===== src/rtl/adc_align_ctrl.sv =====
// Bitslip training and lock monitor for the ISERDES2 frame lane (clkdiv domain).
// Define ALIGN_STATS_EN to build the saturating loss-of-lock event counter.
module adc_align_ctrl #(
    parameter logic [7:0]  PATTERN   = 8'hf0,
    parameter int unsigned SETTLE    = 4,
    parameter int unsigned MATCH_CNT = 16,
    parameter int unsigned MAX_SLIPS = 8,
    parameter int unsigned LOSS_CNT  = 4
) (
    input  logic       clk,
    input  logic       rst_n,
    input  logic       start,
    input  logic       retrain_en,
    input  logic [7:0] frame_word,
    output logic       bitslip,
    output logic       busy,
    output logic       locked,
    output logic       fail,
    output logic [3:0] slip_count,
    output logic [7:0] relock_count
);

    typedef enum logic [2:0] {
        ST_IDLE, ST_WAIT, ST_CHECK, ST_SLIP, ST_LOCKED, ST_FAIL
    } state_t;

    localparam logic [3:0] SETTLE_LD  = 4'(SETTLE);
    localparam logic [3:0] SLIP_LIMIT = 4'(MAX_SLIPS);
    localparam logic [3:0] LOSS_LAST  = 4'(LOSS_CNT - 1);
    localparam logic [7:0] MATCH_LAST = 8'(MATCH_CNT - 1);

    state_t     state_reg;
    logic [3:0] settle_reg;
    logic [7:0] match_reg;
    logic [3:0] loss_reg;
    logic       word_match;

    assign word_match = (frame_word == PATTERN);

    always_ff @(posedge clk) begin
        if (!rst_n) begin
            state_reg  <= ST_IDLE;
            settle_reg <= '0;
            match_reg  <= '0;
            loss_reg   <= '0;
            bitslip    <= 1'b0;
            busy       <= 1'b0;
            locked     <= 1'b0;
            fail       <= 1'b0;
            slip_count <= '0;
        end else begin
            bitslip <= 1'b0;
            case (state_reg)
                ST_IDLE: begin
                    if (start) begin
                        state_reg  <= ST_WAIT;
                        busy       <= 1'b1;
                        fail       <= 1'b0;
                        slip_count <= '0;
                        match_reg  <= '0;
                        settle_reg <= SETTLE_LD;
                    end
                end
                ST_WAIT: begin
                    // One extra cycle at zero lets the ISERDES pipeline fully flush.
                    if (settle_reg == 4'd0) begin
                        state_reg <= ST_CHECK;
                    end else begin
                        settle_reg <= settle_reg - 4'd1;
                    end
                end
                ST_CHECK: begin
                    if (word_match) begin
                        if (match_reg == MATCH_LAST) begin
                            state_reg <= ST_LOCKED;
                            busy      <= 1'b0;
                            locked    <= 1'b1;
                            loss_reg  <= '0;
                            match_reg <= '0;
                        end else begin
                            match_reg <= match_reg + 8'd1;
                        end
                    end else begin
                        match_reg <= '0;
                        if (slip_count == SLIP_LIMIT) begin
                            state_reg <= ST_FAIL;
                            busy      <= 1'b0;
                            fail      <= 1'b1;
                        end else begin
                            state_reg  <= ST_SLIP;
                            bitslip    <= 1'b1;
                            slip_count <= slip_count + 4'd1;
                            settle_reg <= SETTLE_LD;
                        end
                    end
                end
                ST_SLIP: begin
                    state_reg <= ST_WAIT;
                end
                ST_LOCKED: begin
                    if (!word_match && loss_reg == LOSS_LAST) begin
                        loss_reg <= '0;
                    end else if (!word_match) begin
                        loss_reg <= loss_reg + 4'd1;
                    end else begin
                        loss_reg <= '0;
                    end
                    // A start request wins over a simultaneous loss-of-lock.
                    if (start || (!word_match && loss_reg == LOSS_LAST && retrain_en)) begin
                        state_reg  <= ST_WAIT;
                        locked     <= 1'b0;
                        busy       <= 1'b1;
                        slip_count <= '0;
                        match_reg  <= '0;
                        settle_reg <= SETTLE_LD;
                    end else if (!word_match && loss_reg == LOSS_LAST) begin
                        state_reg <= ST_IDLE;
                        locked    <= 1'b0;
                    end
                end
                ST_FAIL: begin
                    if (start) begin
                        state_reg  <= ST_WAIT;
                        busy       <= 1'b1;
                        fail       <= 1'b0;
                        slip_count <= '0;
                        match_reg  <= '0;
                        settle_reg <= SETTLE_LD;
                    end
                end
                default: begin
                    state_reg <= ST_IDLE;
                end
            endcase
        end
    end

`ifdef ALIGN_STATS_EN
    logic loss_event;

    assign loss_event = (state_reg == ST_LOCKED) && !word_match && (loss_reg == LOSS_LAST);

    always_ff @(posedge clk) begin
        if (!rst_n) begin
            relock_count <= '0;
        end else if (loss_event && relock_count != 8'hff) begin
            relock_count <= relock_count + 8'd1;
        end
    end
`else
    assign relock_count = 8'h00;
`endif

endmodule


===== config.mk =====
export PLATFORM = sky130hd
export DESIGN_NAME = adc_align_ctrl
export DESIGN_NICKNAME = d
export VERILOG_FILES = /design/src/rtl/adc_align_ctrl.sv
export SDC_FILE = /design/constraint.sdc
export NUM_CORES = 1
export LEC_CHECK = 0
export CAP_MARGIN = 15
export CORE_MARGIN = 2
export CORE_UTILIZATION = 55
export CTS_CLUSTER_SIZE = 12
export DETAILED_ROUTE_END_ITERATION = 16
export MAX_ROUTING_LAYER = met4
export PLACE_DENSITY = 0.82
export SYNTH_ARGS = -nofsm -noshare
export SYNTH_HDL_FRONTEND = slang
export SYNTH_SLANG_ARGS = --single-unit

===== constraint.sdc =====
create_clock -name clk -period 2.97 [get_ports clk]
set_clock_uncertainty 0.1 [all_clocks]
set_input_delay 0.297 -clock clk [delete_from_list [all_inputs] [get_ports clk]]
set_output_delay 0.297 -clock clk [all_outputs]
set_load 0.05 [all_outputs]

==> metrics.yaml <==
setup_path:
  cp_num_cells: 6
  slowest_delay_ns: 0.53
  critPathKind: "reg -> reg"
  reg2reg_slack_ns: 0.59
  crit_buf_inv: 0
  crit_path_top_delay_cell: "or4_1"
  cp_cell_sequence: "ha_1 > or3b_4 > a211oi_4 > o21ai_2 > or4_1 > a21oi_1"
  crit_required_ns: 3.15
  end_kind: "register"
  path_max_fanout: 16
  reg2reg_depth: 6
  startpoint_type: "register"
  crit_family: "simple AND/OR/NAND/NOR gates"
  arrival_ns: 2.56
clocking:
  cts_tree: "built"
  clockBufferDepth: 2
  cts_root_buf: "clkbuf_4"
  post_cts_resized: 0
  cts_hold_buf: 0
  cts_setup_buffers: 0
  clk_pin_slew_worst_paths_ns: 0.15
  numCtsBuffers: 3
  htreeDepth: 1
  cts_sinks: 27
  clkLatencyLatePin_ns: 0.34
route:
  routedWlPerCell_um: 15.44
  vias: 1609
  drc: 2
  drt_iter0_drc: 133
  ant_nets: 0
  wirelength_um: 3875
  viasPerCell: 6.410
  dr.pass1.iters: 10
place:
  dpl-instance-area_sq_um: 1827
  dp.cells: 247
  place.gp.congestion: 0.8978
  hpwl_um: 2876
  io_buffers: 19
power:
  sw_frac_of_total_pct: 43.02
  clockPowerShare_pct: 15.0
  p_per_area_nw_per_um2: 593.5
  ir_drop_mv: 0.4272
  power_frac_comb_pct: 43.7
  seq_power_share_pct: 41.2
  p_int_uw: 627.0
  p_leak_uw: 0.0006602
  p_switching_uw: 473.4
layout:
  multi_input_area_sq_um: 1016
  syn_to_final_growth_pct: 11.93
  largest_reg_flops: 8
  ff_latch_area_sq_um: 540.5
  num-nets-final: 239
  num-fill-cells: 244
  antenna_cells: 0
  stdcell_count: 251
  drive_gt1_share_pct: 7.273
  final_area_sq_um: 1854
  final_util_pct: 66.10
logic_synthesis:
  ys_ff_latch: 27
  syn_inst: 205
  syn_avg_cell_area_sq_um: 8.081
  ys_warn_count: 0
  synth_edf_count: 0
  synth.yosys.seq_area_share_pct: 32.63
  netlist_area_sq_um: 1657
  synthArstFlopShare_pct: 0
  synth_ff_type: "dfxtp_1"
  ys_types: 53
timing:
  setup_viol: 0
  rsz0062_at_grt: "no"
  relSlewSlack_pct: 57.96
  period_share_pct: 80.25
  max_freq_mhz: 419.5
  min_period_ns: 2.384
  slew_violations: 0
  tns_ns: 0
  worstMarginPinSlew_ns: 0.6147
  final-hold-violation-count: 0
global_routing:
  grtUsageTotal_pct: 24.94
  grt_first_pass_wirelength_um: 6527
  grt_max_degree: 21
  overflow: 0
  grt_pass1_vias: 1468
  antenna_found_initial: 0
floorplan:
  start_util_pct: 59.05
  dieArea_sq_um: 3467
  die_h_um: 58.88
  ios: 28
  die_w_um: 58.88
  row_count: 19
  core-area_sq_um: 2805
worst_hold_path:
  whs_path_depth: 2
  min_path_type: "reg -> reg"
status:
  status: "finished with violations"
  violations: "DRC"
job:
  cap_viol_max_count: 0
==> through the flow <==
stage / hold slack (ns) / worst slack (ns) / power, uW
2_1_floorplan: 0.3379 / 0.6067 / 819.4
3_3_place_gp: 0.3600 / 0.5514 / 921.4
3_5_place_dp: 0.3719 / 0.5159 / 929.4
4_1_cts: 0.3919 / 0.6241 / 1095
5_1_grt: 0.4188 / 0.4730 / 1174
6_report: 0.3889 / 0.5865 / 1100
==> power groups by stage <==
stage	sequential [uW]	combinational (uW)	clock [uW]
6_report	454	481	165
5_1_grt	460	527	187
4_1_cts	452	472	171
3_5_place_dp	461	468	0
3_3_place_gp	457	465	0
2_1_floorplan	490	329	0
==> worst paths after layout <==
path                             from                   endpoint
min reg2reg  loss_reg[1]$_SDFFE_PN0P_   loss_reg[1]$_SDFFE_PN0P_
min          loss_reg[1]$_SDFFE_PN0P_   loss_reg[1]$_SDFFE_PN0P_
max          loss_reg[0]$_SDFFE_PN0P_  match_reg[2]$_SDFFE_PN0P_
max reg2reg  loss_reg[0]$_SDFFE_PN0P_  match_reg[2]$_SDFFE_PN0P_
==> worst reg2reg max path, cell delays in order, from the launching register on <==
cell and delay, ns:
dfxtp_1 0.40, ha_1 0.23, or3b_4 0.42, a211oi_4 0.26, o21ai_2 0.23, or4_1 0.53, a21oi_1 0.15
==> logic make-up after synthesis <==
family	synth area share (%)
flops	32.63
buf+inv	7.628
fa+ha+maj	4.532
compound gates	25.38
simple gates	27.80
other cells	0.2264
mux	1.813
==> Yosys cell counts, types with 2 or more instances <==
cell      count  share of area, %
a211oi_1      4               1.8
a21oi_1      23               6.9
a31oi_1       3               1.1
and3_1        5               1.9
and3b_1       2               1.1
and4bb_2      2               1.5
buf_2         2              0.60
buf_4         8               3.6
clkbuf_1      6               1.4
dfxtp_1      27                33
ha_1          6               4.5
inv_1         8               1.8
mux2i_1       3               1.8
nand2_1      13               2.9
nand3_1       7               2.1
nand3b_1      3               1.4
nor2_1       17               3.9
nor2b_1       2              0.76
nor3_1        8               2.4
nor3b_1       2              0.91
nor4_1        5               1.9
o211ai_1      4               1.8
o21ai_0      11               3.3
o41ai_1       2               1.1
or3_1         3               1.1
or4_1         2              0.91
==> cell type report <==
cell class                 instances  share of cell area (%)
inverter                           9                   1.822
clock buffer                       3                   1.215
sequential                        27                   29.15
clock inverter                     1                  0.2699
timing repair buffer              20                   10.66
tap                               31                   2.092
multi-input combinational        160                   54.79
==> cells in the final DEF, fill, tap and decap left out, types with 2 or more instances in the layout <==
cell type        synthesis  routed
nor4_1                   5       5
and3_1                   5       5
conb_1                   1       8
and3b_1                  2       2
clkbuf_4                 0       3
nand2_1                 13      13
nor2b_1                  2       2
inv_1                    8       8
or3_1                    3       3
o21ai_0                 11      11
ha_1                     6       6
clkdlybuf4s50_1          0      19
o211ai_1                 4       4
a211oi_1                 4       4
nand3_1                  7       7
a21oi_1                 23      23
nand3b_1                 3       3
dfxtp_1                 27      27
a31oi_1                  3       3
nor2_1                  17      17
nor3b_1                  2       2
o41ai_1                  2       2
mux2i_1                  3       3
or4_1                    2       2
nor3_1                   8       8
and4bb_2                 2       2
==> per-layer routing <==
layer	wire, um	GRT usage (%)	vias up
met3	275	3.077	7
met4	76	10.39	0
met1	1674	33.52	754
li1	-	-	784
met2	1848	37.94	64
met5	0	-	-
Note: power is estimated with default switching activity, not from simulation.
==> RTL change: new RTL, same flow settings <==
Register the inputs `start`, `retrain_en` and `frame_word` before use, cleared by the reset. The logic sees them one clock later.
--- a/src/rtl/adc_align_ctrl.sv
+++ b/src/rtl/adc_align_ctrl.sv
@@ -29,13 +29,29 @@
     localparam logic [3:0] LOSS_LAST  = 4'(LOSS_CNT - 1);
     localparam logic [7:0] MATCH_LAST = 8'(MATCH_CNT - 1);
 
+    logic start_q;
+    logic retrain_en_q;
+    logic [7:0] frame_word_q;
+
+    always_ff @(posedge clk) begin
+        if (!rst_n) begin
+            start_q      <= '0;
+            retrain_en_q <= '0;
+            frame_word_q <= '0;
+        end else begin
+            start_q      <= start;
+            retrain_en_q <= retrain_en;
+            frame_word_q <= frame_word;
+        end
+    end
+
     state_t     state_reg;
     logic [3:0] settle_reg;
     logic [7:0] match_reg;
     logic [3:0] loss_reg;
     logic       word_match;
 
-    assign word_match = (frame_word == PATTERN);
+    assign word_match = (frame_word_q == PATTERN);
 
     always_ff @(posedge clk) begin
         if (!rst_n) begin
@@ -52,7 +68,7 @@
             bitslip <= 1'b0;
             case (state_reg)
                 ST_IDLE: begin
-                    if (start) begin
+                    if (start_q) begin
                         state_reg  <= ST_WAIT;
                         busy       <= 1'b1;
                         fail       <= 1'b0;
@@ -106,7 +122,7 @@
                         loss_reg <= '0;
                     end
                     // A start request wins over a simultaneous loss-of-lock.
-                    if (start || (!word_match && loss_reg == LOSS_LAST && retrain_en)) begin
+                    if (start_q || (!word_match && loss_reg == LOSS_LAST && retrain_en_q)) begin
                         state_reg  <= ST_WAIT;
                         locked     <= 1'b0;
                         busy       <= 1'b1;
@@ -119,7 +135,7 @@
                     end
                 end
                 ST_FAIL: begin
-                    if (start) begin
+                    if (start_q) begin
                         state_reg  <= ST_WAIT;
                         busy       <= 1'b1;
                         fail       <= 1'b0;
Check against the original RTL: not equivalent (a bounded check fails within 4 cycles, from zero or initial values and one cycle with rst_n low).
==> RTL change against the original RTL <==
  * Sequential cell count rose by 10
  * Sequential power rose by 34%
  * Design area rose by 18%
  * Cell count rose by 18%
  * Total power rose by 16%
  * Synthesized area rose by 17%
  * Worst setup slack improved by 8.0 ps
  * Global-route usage fell by 2.2 points
  * Routed wire length rose by 2.2%
  * Largest power group is now sequential cells
==> RTL change: results (changes against the original RTL) <==
----------------------------------------------------
[Run status]
  Run status ... completed (was finished with violations)

[Layout]
  Fillers ... 306 (was 244)
  Number of nets in the final layout ... 267 (was 239)
  Share of layout cells above drive strength 1 ... 0.0763 (was 0.0727)

[Timing]
  Transition time at the pin with the least slew margin ... 615 ps (about the same)

[Pwr]
  Leakage power figure ... 0.790 nW (was 0.660 nW)
  Worst voltage drop across the vdd grid ... 0.397 mV (was 0.427 mV)
  Pwr/cell area ... 583 nW/um2 (was 593 nW/um2)

[GRT]
  Global-route track usage on met3 ... 0.0661 (was 0.0308)
  Global-route wire length before repair ... 6990 um (was 6530 um)
  Met2 layer usage reported by global route ... 0.327 (was 0.379)
  Met1 track utilization from global routing ... 0.299 (was 0.335)
  Total Routing Usage GR ... 0.227 (was 0.249)

[CTS]
  Clock-pin slew reported for the worst setup and hold paths after clock tree synthesis ... 100 ps (was 150 ps)
  Cts bufs inserted ... 5 (was 3)
  Deepest level of the CTS H-tree ... 2 (was 1)

[Critical path]
  WP data arrival ... 2530 ps (was 2560 ps)
  Highest fanout seen on the critical path ... 9 (was 16)

[Placed design]
  Cell count after placement ... 288 (was 247)
  Setup Slack @ Placement ... 615 ps (was 516 ps)

[Worst hold path]
  HP Start ... settle_reg[0] (was loss_reg[1])

[Route]
  Detailed Route Iter0 Violations ... 114 (was 133)
  Detail-routed net length per standard cell ... 13.4 um (was 15.4 um)
  Vias after detailed routing ... 1667 (was 1609)
  Average via count per standard cell ... 5.65 (was 6.41)

[Synth]
  Top area cells in the synthesized netlist ... sky130_fd_sc_hd__dfxtp_1 (38%), sky130_fd_sc_hd__a21oi_1 (5.2%), sky130_fd_sc_hd__ha_1 (3.9%), sky130_fd_sc_hd__and2_1 (3.6%), sky130_fd_sc_hd__nand2_1 (3.5%) (was sky130_fd_sc_hd__dfxtp_1 (33%), sky130_fd_sc_hd__a21oi_1 (6.9%), sky130_fd_sc_hd__ha_1 (4.5%), sky130_fd_sc_hd__nor2_1 (3.9%), sky130_fd_sc_hd__buf_4 (3.6%))
  Most instantiated cells after synthesis ... sky130_fd_sc_hd__dfxtp_1 (37), sky130_fd_sc_hd__a21oi_1 (20), sky130_fd_sc_hd__nand2_1 (18), sky130_fd_sc_hd__nor2_1 (13) (was sky130_fd_sc_hd__dfxtp_1 (27), sky130_fd_sc_hd__a21oi_1 (23), sky130_fd_sc_hd__nor2_1 (17), sky130_fd_sc_hd__nand2_1 (13), sky130_fd_sc_hd__o21ai_0 (11))

----------------------------------------------------
RTL change: cell types whose count changed after synthesis, sizes merged, moves of 5 or more:
cell    before  now
nor2        18   13
o31ai        0    5
dfxtp       27   37
and2         1   11
nand2b       1    8
nand2       14   19
RTL change: final timing paths:
| kind | to | slack, ps | depth (start not counted) |
|---|---|---|---|
| worst max-delay path | match_reg[7] | 590 | 5 |
| worst min-delay path | settle_reg[0] | 370 | 1 |
| worst max register to register | match_reg[7] | 590 | 5 |
| worst min register to register | settle_reg[0] | 370 | 1 |
RTL change: per-layer routing:
layer / share of wire / routed length [um]
met1: 0.49 / 1940
met2: 0.43 / 1710
met3: 0.068 / 268
met4: 0.012 / 46
met5: 0 / 0
RTL change: kinds of logic (layout without fill, tap and decap cells):
kind of cell	after synthesis	after routing	share of synthesized area
other	1	8	0.00194
AND/OR/NAND/NOR	101	101	0.291
adder cells (fa/ha/maj)	6	6	0.0388
AO/OA/AOI/OAI	58	58	0.202
buffers and inverters	24	36	0.0673
multiplexers	3	3	0.0155
flip-flops	37	37	0.383
RTL change: area by class of cell:
class                   instances  area [um2]  area share
multi-input cells             176        1090       0.498
clock buffers                   7        55.1      0.0252
flip-flops and latches         37         741       0.339
inverters                       6        22.5      0.0103
repair buffers                 23         220       0.101
well taps                      46        57.6      0.0263
RTL change: critical path: stages (launching register included):
cell	delay (ps)
sky130_fd_sc_hd__dfxtp_1	310
sky130_fd_sc_hd__or4_1	640
sky130_fd_sc_hd__or2_0	470
sky130_fd_sc_hd__nor3_4	370
sky130_fd_sc_hd__nand2_2	150
sky130_fd_sc_hd__o32ai_2	260
